$ cat config.mk
export PLATFORM = sky130hd
export DESIGN_NAME = demux_1to2
export DESIGN_NICKNAME = d
export VERILOG_FILES = /design/src/rtl/demux_pkg.sv /design/src/rtl/demux_out_fifo.sv /design/src/rtl/demux_1to2.sv
export SDC_FILE = /design/constraint.sdc
export NUM_CORES = 1
export LEC_CHECK = 0
export ABC_AREA = 1
export CAP_MARGIN = 10
export CORE_MARGIN = 4
export CORE_UTILIZATION = 45
export CTS_BUF_LIST = sky130_fd_sc_hd__clkbuf_8
export CTS_CLUSTER_SIZE = 14
export DETAILED_ROUTE_END_ITERATION = 8
export PLACE_DENSITY = 0.71
export REMOVE_ABC_BUFFERS = 1
export SETUP_SLACK_MARGIN = 0.2
export SLEW_MARGIN = 10
export SYNTH_ARGS = -nofsm -noshare
export SYNTH_HDL_FRONTEND = slang
export SYNTH_SLANG_ARGS = --single-unit
$ cat constraint.sdc
create_clock -name clk -period 1.6 [get_ports clk]
set_input_delay 0.48 -clock clk [delete_from_list [all_inputs] [get_ports clk]]
set_output_delay 0.48 -clock clk [all_outputs]
set_load 0.01 [all_outputs]
$ cat src/rtl/demux_pkg.sv
// demux_pkg: shared types, route constants and sizing helper for the 1:2 stream demux.
package demux_pkg;
  typedef enum logic {IDLE, LOCK} state_t;
  localparam logic OUT0 = 1'b0;
  localparam logic OUT1 = 1'b1;
  function automatic int ptr_w(input int depth);
    return $clog2(depth);
  endfunction
endpackage

$ cat src/rtl/demux_out_fifo.sv
// demux_out_fifo: per-output FIFO; full blocks push even when a pop happens the same cycle.
module demux_out_fifo
  import demux_pkg::*;
#(
  parameter int W     = 3,
  parameter int DEPTH = 2
) (
  input  logic         clk,
  input  logic         rst_n,
  input  logic         push,
  input  logic [W-1:0] push_data,
  output logic         full,
  input  logic         pop,
  output logic         empty,
  output logic [W-1:0] head_data
);
  localparam int PW = ptr_w(DEPTH);
  logic [W-1:0] mem_q [DEPTH];
  logic [PW-1:0] wr_q, wr_d, rd_q, rd_d;
  logic [PW:0] cnt_q, cnt_d;
  logic push_ok, pop_ok;
  assign full      = cnt_q == (PW+1)'(DEPTH);
  assign empty     = cnt_q == '0;
  assign push_ok   = push && !full;
  assign pop_ok    = pop && !empty;
  assign head_data = mem_q[rd_q];
  always_comb begin
    wr_d  = push_ok ? wr_q + 1'b1 : wr_q;
    rd_d  = pop_ok ? rd_q + 1'b1 : rd_q;
    cnt_d = (push_ok && !pop_ok) ? cnt_q + 1'b1 :
            (pop_ok && !push_ok) ? cnt_q - 1'b1 : cnt_q;
  end
  always_ff @(posedge clk or negedge rst_n) begin
    if (!rst_n) begin
      wr_q  <= '0;
      rd_q  <= '0;
      cnt_q <= '0;
      for (int i = 0; i < DEPTH; i++) mem_q[i] <= '0;
    end else begin
      wr_q  <= wr_d;
      rd_q  <= rd_d;
      cnt_q <= cnt_d;
      if (push_ok) mem_q[wr_q] <= push_data;
    end
  end
endmodule

$ cat src/rtl/demux_1to2.sv
// demux_1to2: packet-atomic 1:2 stream demux; select latched on first beat, held to last.
module demux_1to2
  import demux_pkg::*;
#(
  parameter int WIDTH = 2,
  parameter int DEPTH = 2,
  parameter int CNT_W = 8
) (
  input  logic             clk,
  input  logic             rst_n,
  input  logic             in_valid,
  output logic             in_ready,
  input  logic [WIDTH-1:0] in_data,
  input  logic             in_sel,
  input  logic             in_last,
  output logic             out0_valid,
  input  logic             out0_ready,
  output logic [WIDTH-1:0] out0_data,
  output logic             out0_last,
  output logic             out1_valid,
  input  logic             out1_ready,
  output logic [WIDTH-1:0] out1_data,
  output logic             out1_last,
  output logic             busy,
  output logic [CNT_W-1:0] pkt_cnt0,
  output logic [CNT_W-1:0] pkt_cnt1
);
  state_t state_q, state_d;
  logic lock_sel_q, lock_sel_d;
  logic [CNT_W-1:0] cnt0_q, cnt0_d, cnt1_q, cnt1_d;
  logic route, accept, full0, full1, empty0, empty1;
  logic [WIDTH:0] head0, head1;
  assign route    = (state_q == LOCK) ? lock_sel_q : in_sel;
  assign in_ready = (route == OUT1) ? !full1 : !full0;
  assign accept   = in_valid && in_ready;
  always_comb begin
    state_d    = accept ? (in_last ? IDLE : LOCK) : state_q;
    lock_sel_d = (accept && !in_last && state_q == IDLE) ? in_sel : lock_sel_q;
    cnt0_d     = (accept && in_last && route == OUT0) ? cnt0_q + 1'b1 : cnt0_q;
    cnt1_d     = (accept && in_last && route == OUT1) ? cnt1_q + 1'b1 : cnt1_q;
  end
  always_ff @(posedge clk or negedge rst_n) begin
    if (!rst_n) begin
      state_q    <= IDLE;
      lock_sel_q <= OUT0;
      cnt0_q     <= '0;
      cnt1_q     <= '0;
    end else begin
      state_q    <= state_d;
      lock_sel_q <= lock_sel_d;
      cnt0_q     <= cnt0_d;
      cnt1_q     <= cnt1_d;
    end
  end
  demux_out_fifo #(.W(WIDTH + 1), .DEPTH(DEPTH)) u_fifo0 (
    .clk(clk), .rst_n(rst_n),
    .push(accept && route == OUT0), .push_data({in_data, in_last}), .full(full0),
    .pop(out0_ready), .empty(empty0), .head_data(head0)
  );
  demux_out_fifo #(.W(WIDTH + 1), .DEPTH(DEPTH)) u_fifo1 (
    .clk(clk), .rst_n(rst_n),
    .push(accept && route == OUT1), .push_data({in_data, in_last}), .full(full1),
    .pop(out1_ready), .empty(empty1), .head_data(head1)
  );
  assign out0_valid = !empty0;
  assign out1_valid = !empty1;
  assign {out0_data, out0_last} = head0;
  assign {out1_data, out1_last} = head1;
  assign busy     = state_q == LOCK;
  assign pkt_cnt0 = cnt0_q;
  assign pkt_cnt1 = cnt1_q;
endmodule

* Word-level counts from Yosys, hierarchy flattened
Index checks and enable logic that the tools add are counted.
** Cells by class
- Eq/ne operators :: 2
- Bitwise gates (word level) :: 6
- Reduce and logical (&&, ||, !) cells :: 31
- Mux-type cells :: 19
- Add/sub/neg operators :: 10
- Magnitude comparators :: 6
** Operators with widths (number)
- $mux W3 :: 8
- $logic_and A1 B1 Y1 :: 18
- $add A8 B1 Y8 const B :: 2
- $bwmux W6 :: 2
- $logic_not A1 Y1 :: 9
- $ge A2 B2 Y1 const B :: 4
- $mux W2 :: 4
- $not A1 Y2 :: 4
- $demux W3 S1 :: 2
- $add A1 B1 Y1 const B :: 4
- $add A2 B1 Y2 const B :: 2
- $eq A2 B2 Y1 const B :: 2
- $logic_not A2 Y1 :: 2
- $lt A2 B1 Y1 const B :: 2
- $reduce_bool A2 Y1 :: 2
- $sub A2 B1 Y2 const B :: 2
- $mux W1 :: 3
- $not A1 Y1 :: 2
** Storage, ports and cells
- Input bits :: 9
- Word-level logic and storage cells :: 88
- Register bits after elaboration :: 38
- Output and inout bits :: 26

* Depth between registers and ports, before layout
Gate-level depths: netlist of run 1.
- Depth in word-level cells :: 10
- Gate-level depth with buffers :: 10

* Hierarchy
Synthesis of run 1 repeated with hierarchy kept, for this count alone.
** Unflattened totals
- Cell total of the unflattened synthesis :: 290
- Area, all modules :: 2222.1 um2
** Modules (own cells, without submodules)
- demux_1to2 :: times used 1, cells each 160, sequential area each 450.4 um2, area an instance 1156.1 um2
- demux_out_fifo :: times used 2, cells each 65, sequential area each 250.2 um2, area an instance 533.0 um2

* Worst setup path after synthesis of run 1
OpenSTA, ideal clock, no wires.
- Kind :: reg-to-reg
- Start point :: register state_q, in the netlist busy
- End point :: register u_fifo1.cnt_q[1]
- Cell stages (with the launch flop) :: 9
- Period minus slack after synthesis :: 1.563 ns
- Slack :: 0.037 ns
- Required time :: 1.469 ns
- Data arrival time :: 1.432 ns
- Path buffers :: 0
- Library setup time :: 0.131 ns
- Path through :: dfrtp_1 -> nand2_1 -> nand2_2 -> nand2_1 -> nor2_4 -> ha_1 -> a21oi_1 -> o21ai_0 -> xor2_1
** On the way
- Longest elaborated chain between the ends :: 8
** RTL lines
- start, declared :: line demux_1to2.sv:28 : state_t state_q, state_d;
- start signal, assigned :: line demux_1to2.sv:49 : state_q <= state_d;
- $mux W1 (*) :: line demux_1to2.sv:33 : assign route = (state_q == LOCK) ? lock_sel_q : in_sel;
- $mux W1 :: line demux_1to2.sv:34 : assign in_ready = (route == OUT1) ? !full1 : !full0;
- $logic_and A1 B1 Y1 :: line demux_1to2.sv:35 : assign accept = in_valid && in_ready;
- $logic_and A1 B1 Y1 (*) :: line demux_1to2.sv:62 : .push(accept && route == OUT1), .push_data({in_data, in_last}), .full(full1),
- $logic_and A1 B1 Y1 (*) :: line demux_out_fifo.sv:24 : assign push_ok = push && !full;
- named net u_fifo1.push_ok :: line demux_out_fifo.sv:21 : logic push_ok, pop_ok;
- $logic_not A1 Y1 :: line demux_out_fifo.sv:31 : (pop_ok && !push_ok) ? cnt_q - 1'b1 : cnt_q;
- $logic_and A1 B1 Y1 :: line demux_out_fifo.sv:31
- $reduce_bool A2 Y1 (no line)
- end signal, assigned :: line demux_out_fifo.sv:42 : cnt_q <= cnt_d;
- end, declared :: line demux_out_fifo.sv:20 : logic [PW:0] cnt_q, cnt_d;
The timed path passes the listed nets; every way through them passes the cells marked *.
A chain may end at the register's enable or synchronous reset.

* Worst setup path in the final report of run 1
- Start point :: register state_q, in the netlist busy
- End point :: output port in_ready
** On the way
- Longest elaborated chain between the ends :: 2
** RTL lines
- $mux W1 :: line demux_1to2.sv:33
- $mux W1 :: line demux_1to2.sv:34
- end, declared :: line demux_1to2.sv:12 : output logic in_ready,
No other way between the ends.

==> impl_metrics.toml, run 1 <==
[detailed_routing]
drt_iter0_markers = 41
antenna_left = 0
routedWlPerCell_um = 12.9
route.detailed.drc = 0
totalWireLength_um = 4870
via_count = 1781
viasPerCell = 4.74
firstDrtPassIters = 4

[yosys]
netlist.area_leader.share = 0.497
synth_top_cell_by_area = "dfrtp_1"
yosys_warnings = 0
ys_ff_latch = 38
ys_seq_area_frac = 0.497
ys_top_cells_by_area = "dfrtp_1 (50%), nand2_1 (16%), o21ai_0 (5.0%), nand3_1 (4.5%), xnor2_1 (4.1%)"
postSynthAreaPerCell_um2 = 8.46
synth_ff_type = "dfrtp_1"
netlist_area_um2 = 1910
yosys.cell_types.count = 20
synthCells = 226
synthArstFlopShare = 1.00
synth_edf_count = 0

[power_and_ir_drop]
switching_share = 0.399
power.leakage_uw = 0.00161
seq_power_share = 0.277
power.density_nw_per_um2 = 1880
comb_power_share = 0.609
intPower_uw = 3470
irDropWorstVdd_v = 0.00105
p_sw_uw = 2310
p_clk_frac = 0.114

[clock_tree]
cts_tree = "yes"
path_clk_slew_ns = 0.07
cts_hold_buf = 0
clock_path_buffers = 2
clk_latency_ns = 0.29
numCtsBuffers = 5
htree_levels = 2
cts_root_buf = "clkbuf_8"
clkSinkCount = 38

[sta]
tightestPinTransition_ns = 0.280
rsz0062_at_grt = "yes"
finalCritPeriodShare = 1.07
clock.fmax_mhz = 587
hold_viol = 0
setup_viol = 10
min_period_ns = 1.70
tns_ns = -0.390
drv_slew = 0
slew_headroom = 0.813
fin_ws_ns = -0.104
skew_ns = 0.00629

[final_layout]
fin_cells = 376
layout_common_cells = "nand2_1 (61), buf_4 (44), dfrtp_1 (38)"
nets = 340
area_delta_synth_final_pct = 61.1
drive_gt1_frac = 0.479
layout_commonest_cell = "nand2_1"
insertedDiodeCount = 0
fin_area_um2 = 3080

[setup_path]
startpoint_type = "flip-flop"
arrival_ns = 1.22
cp-end-kind = "output port"
crit_path_cell_trace = "buf_6 -> inv_4 -> nand2_4 -> nand2_4 -> nand2_4 -> nand2_4 -> buf_6"
critPathTopFamily = "flip-flops"
cp.required_ns = 1.12
crit_path_top_delay_cell = "dfrtp_1"
crit_fanout = 3
cpMostUsedCell = "nand2_4"
critPathBufInv = 3
critPathKind = "flip-flop to output port"
crit_path_max_incr_delay_ns = 0.40

[global_route]
grt_max_degree = 39
grt_first_pass_wirelength_um = 7930
track_usage = 0.196
grt_pass1_vias = 1779
grt_overflow = 0
antenna_found_initial = 0

[floorplan]
ioPinCount = 35
start_util = 0.471
die_w_um = 73.2
dieArea_um2 = 5360
die_h_um = 73.2
rows = 23
fp.coreArea_um2 = 4060

[status]
status = "finished with violations"
violations = "negative setup slack"

[placement]
dp.cells = 344
gp_congestion = 0.778
postPlaceCellArea_um2 = 2570
numPortBuffers = 34
dp_hpwl_um = 2890

[hold_path]
hp-class = "input pin to asynchronous set/reset pin"

[job]
drv_cap = 0
==> Yosys cell counts (2+ instances only) <==
master    n
nand2_1  84
dfrtp_1  38
o21ai_0  19
inv_1    18
nand3_1  17
xnor2_1   9
xor2_1    8
nor2_1    7
nand2_2   6
ha_1      4
inv_2     4
a21oi_1   3
nand4_2   2
==> worst paths after layout <==
kind,from,end,slack [ns],depth (start not counted)
max in group asynchronous,rst_n,pkt_cnt1[7],1.26,2
min reg2reg,u_fifo0.mem_q[4],u_fifo0.mem_q[4],0.49,2
max reg2reg,busy,u_fifo1.cnt_q[1],-0.10,11
min,rst_n,u_fifo1.mem_q[5],0.14,2
min in group clk,u_fifo0.mem_q[4],u_fifo0.mem_q[4],0.49,2
max,busy,in_ready,-0.10,7
==> power by group through the flow <==
stage / clock, µW / sequential, µW / combinational (µW)
final: 660 / 1600 / 3520
after global routing: 708 / 1650 / 3860
after CTS: 673 / 1570 / 2970
after detailed placement: 0 / 1590 / 2530
after global placement: 0 / 1580 / 2470
after floorplan: 0 / 1640 / 1130
==> metrics by stage <==
step	utilization	hold slack (ns)	power, µW	setup WS, ns
2_1_floorplan	-	0.184	2780	-0.0890
3_3_place_gp	0.634	0.459	4050	-0.692
3_5_place_dp	0.634	0.466	4120	-0.708
4_1_cts	0.712	0.148	5220	-0.124
5_1_grt	0.759	0.166	6220	-0.157
6_report	0.759	0.139	5780	-0.104
==> sequential cells by signal (all words and copies together) (netlist names) <==
signal,flops
pkt_cnt0,8
u_fifo1.rd_q,1
u_fifo1.wr_q,1
u_fifo1.mem_q,6
u_fifo0.rd_q,1
u_fifo0.cnt_q,2
lock_sel_q,1
busy,1
pkt_cnt1,8
u_fifo0.mem_q,6
u_fifo0.wr_q,1
u_fifo1.cnt_q,2
==> kinds of logic after synthesis <==
group / Yosys count / synth area share
and+or+nand+nor: 122 / 0.292
DFF: 38 / 0.497
buffers and inverters: 23 / 0.0491
AOI/OAI and AO/OA: 22 / 0.0576
xor gates and xnor gates: 17 / 0.0779
adders and majority gates: 4 / 0.0262
==> cell type report <==
cell class | count | area, µm²
Sequential cell | 38 | 951
Fill cell | 282 | 978
Clock buffer | 6 | 82.6
Inverter | 22 | 98.8
Multi-Input combinational cell | 166 | 1130
Timing Repair Buffer | 94 | 756
Tap cell | 50 | 62.6
==> per-layer routing <==
layer	vias to the layer above	track usage	part of all wire
met2	35	0.331	0.50
met4	0	0.0779	0.024
li1	913	-	-
met5	-	0	0
met3	10	0.0537	0.048
met1	823	0.235	0.43
==> worst register-to-register path, stage by stage (launching register included) <==
cell and delay, ns:
dfrtp_1 0.40, buf_6 0.13, inv_4 0.05, nand2_4 0.06, nand2_4 0.07, nand2_4 0.06, buf_4 0.14, nor2_4 0.12
ha_4 0.22, a21oi_2 0.09, o21ai_1 0.08, xor2_1 0.15
==> what timing repair did <==
item	in CTS	in global routing
cloned	1	0
setup buffers	16	9
gates resized for setup	139	61
pin swaps	9	13
endpoints found under the setup margin	62	57
(Power assumes the default switching activity.)
==> inputs of run 2 (changes only) <==
Settings changed: SETUP_SLACK_MARGIN 0.2 to default.
==> run 2 against run 1 <==
Net effect:
- the flow still finishes with violations (negative setup slack)
- design area shrank 9.1%
- count of clock-buffer cells in the layout unchanged
- first-iteration DRC count increased by 90%
- non-clock buffer count decreased by 16
- clock power rose by 0.6%
- die area stayed put
- flip-flop and latch count is the same
==> impl_metrics.toml, run 2 (synthesized netlist as in run 1, its figures left out) <==
[setup_path]
setup.worst_path.start = "busy"
crit_path_top_delay_cell = "dfrtp_1"
critPathBufInv = 3
crit_fanout = 3
endpoint = "in_ready"
critPathTopFamily = "flip-flops"
crit_path_max_incr_delay_ns = 0.39
critPathKind = "flip-flop to output port"
r2r_start = "busy"
arrival_ns = 1.23
cp.required_ns = 1.12
crit_path_cell_trace = "buf_6 -> inv_4 -> nand2_4 -> nand2_4 -> nand2_4 -> nand2_4 -> buf_6"
worst_r2r_endpoint = "u_fifo1.cnt_q[1]"
cpMostUsedCell = "nand2_4"
worst-path-stages = 7
r2r_slack_ns = -0.05
reg2reg_depth = 11
cp-end-kind = "output port"
startpoint_type = "flip-flop"

[clock_tree]
htree_levels = 2
cts_root_buf = "clkbuf_8"
cts_tree = "yes"
clk_latency_ns = 0.29
clkSinkCount = 38
numCtsBuffers = 5
clock_path_buffers = 2
path_clk_slew_ns = 0.07
cts_hold_buf = 0

[placement]
dp_slack_ns = -0.708
postPlaceCellArea_um2 = 2570
dp_hpwl_um = 2890
gp_congestion = 0.778
dp.cells = 344
numPortBuffers = 34

[global_route]
track_usage = 0.186
antenna_found_initial = 0
grt_pass1_vias = 1738
grt_overflow = 0
grt_max_degree = 39
grt_first_pass_wirelength_um = 7600

[final_layout]
post-route-util = 0.690
layout_commonest_cell = "nand2_1"
fin_area_um2 = 2800
insertedDiodeCount = 0
area_delta_synth_final_pct = 46.4
drive_gt1_frac = 0.301
nets = 323
layout_common_cells = "nand2_1 (78), dfrtp_1 (38), buf_4 (36)"
fin_cells = 359

[power_and_ir_drop]
p_clk_frac = 0.131
power.leakage_uw = 0.00152
switching_share = 0.386
irDropWorstVdd_v = 0.00103
comb_power_share = 0.562
intPower_uw = 3120
p_sw_uw = 1960
seq_power_share = 0.308
power.density_nw_per_um2 = 1820

[detailed_routing]
drt_iter0_markers = 78
totalWireLength_um = 4320
via_count = 1708
antenna_left = 0
routedWlPerCell_um = 12.0
firstDrtPassIters = 5
viasPerCell = 4.76
route.detailed.drc = 0

[sta]
min_period_ns = 1.71
tightestPinTransition_ns = 0.248
skew_ns = 0.00475
hold_viol = 0
clock.fmax_mhz = 585
fin_ws_ns = -0.110
finalCritPeriodShare = 1.07
rsz0062_at_grt = "yes"
drv_slew = 0
setup_viol = 3
slew_headroom = 0.834

[floorplan]
fp.coreArea_um2 = 4060
dieArea_um2 = 5360
start_util = 0.471
die_h_um = 73.2
die_w_um = 73.2
rows = 23
ioPinCount = 35

[status]
violations = "negative setup slack"
status = "finished with violations"

[job]
drv_cap = 0

[hold_path]
hp-class = "input pin to asynchronous set/reset pin"
## run 2: stage by stage
stage | total power [µW] | setup TNS (ns) | hold WS [ns]
final | 5080 | -0.180 | 0.135
after global routing | 5520 | -0.464 | 0.167
after CTS | 5010 | -0.245 | 0.148
after detailed placement | 4120 | -11.39 | 0.466
after global placement | 4050 | -10.44 | 0.459
after floorplan | 2780 | -0.0890 | 0.184
## run 2: repair_timing
action                                  4_1_cts  5_1_grt
endpoints found under the setup margin       45       29
setup buffers                                 9        1
resized for setup                            82       12
gates cloned                                  0        0
pin swaps                                     6        5
## run 2: worst min path at each step
stage          start          endpoint  slack (ns)  cells after the start
2_1_floorplan  rst_n              busy        0.18                      0
3_3_place_gp   rst_n  u_fifo1.mem_q[2]        0.46                      2
3_5_place_dp   rst_n      u_fifo1.rd_q        0.47                      2
4_1_cts        rst_n  u_fifo1.mem_q[2]        0.15                      2
5_1_grt        rst_n  u_fifo1.cnt_q[0]        0.17                      2
6_report       rst_n      u_fifo1.rd_q        0.13                      2
## run 2: area by class of cell
class	instances	area, µm²
clock buffers	6	82.6
inverters	22	85.1
repair buffers	78	644
fillers	332	1260
multi-input cells	165	973
flip-flops and latches	38	951
well taps	50	62.6
## run 2: layer usage
| layer | vias up | track usage | share of wire |
|---|---|---|---|
| li1 | 877 | - | - |
| met2 | 39 | 0.310 | 0.50 |
| met4 | 0 | 0.0656 | 0.019 |
| met3 | 8 | 0.0510 | 0.049 |
| met1 | 784 | 0.230 | 0.43 |
| met5 | - | 0 | 0 |
## run 2: power by group through the flow
stage	Combinational [µW]	Sequential, µW	Clock, µW
after floorplan	1130	1640	0
after global placement	2470	1580	0
after detailed placement	2530	1590	0
after CTS	2780	1560	673
after global routing	3200	1610	707
final	2860	1560	664
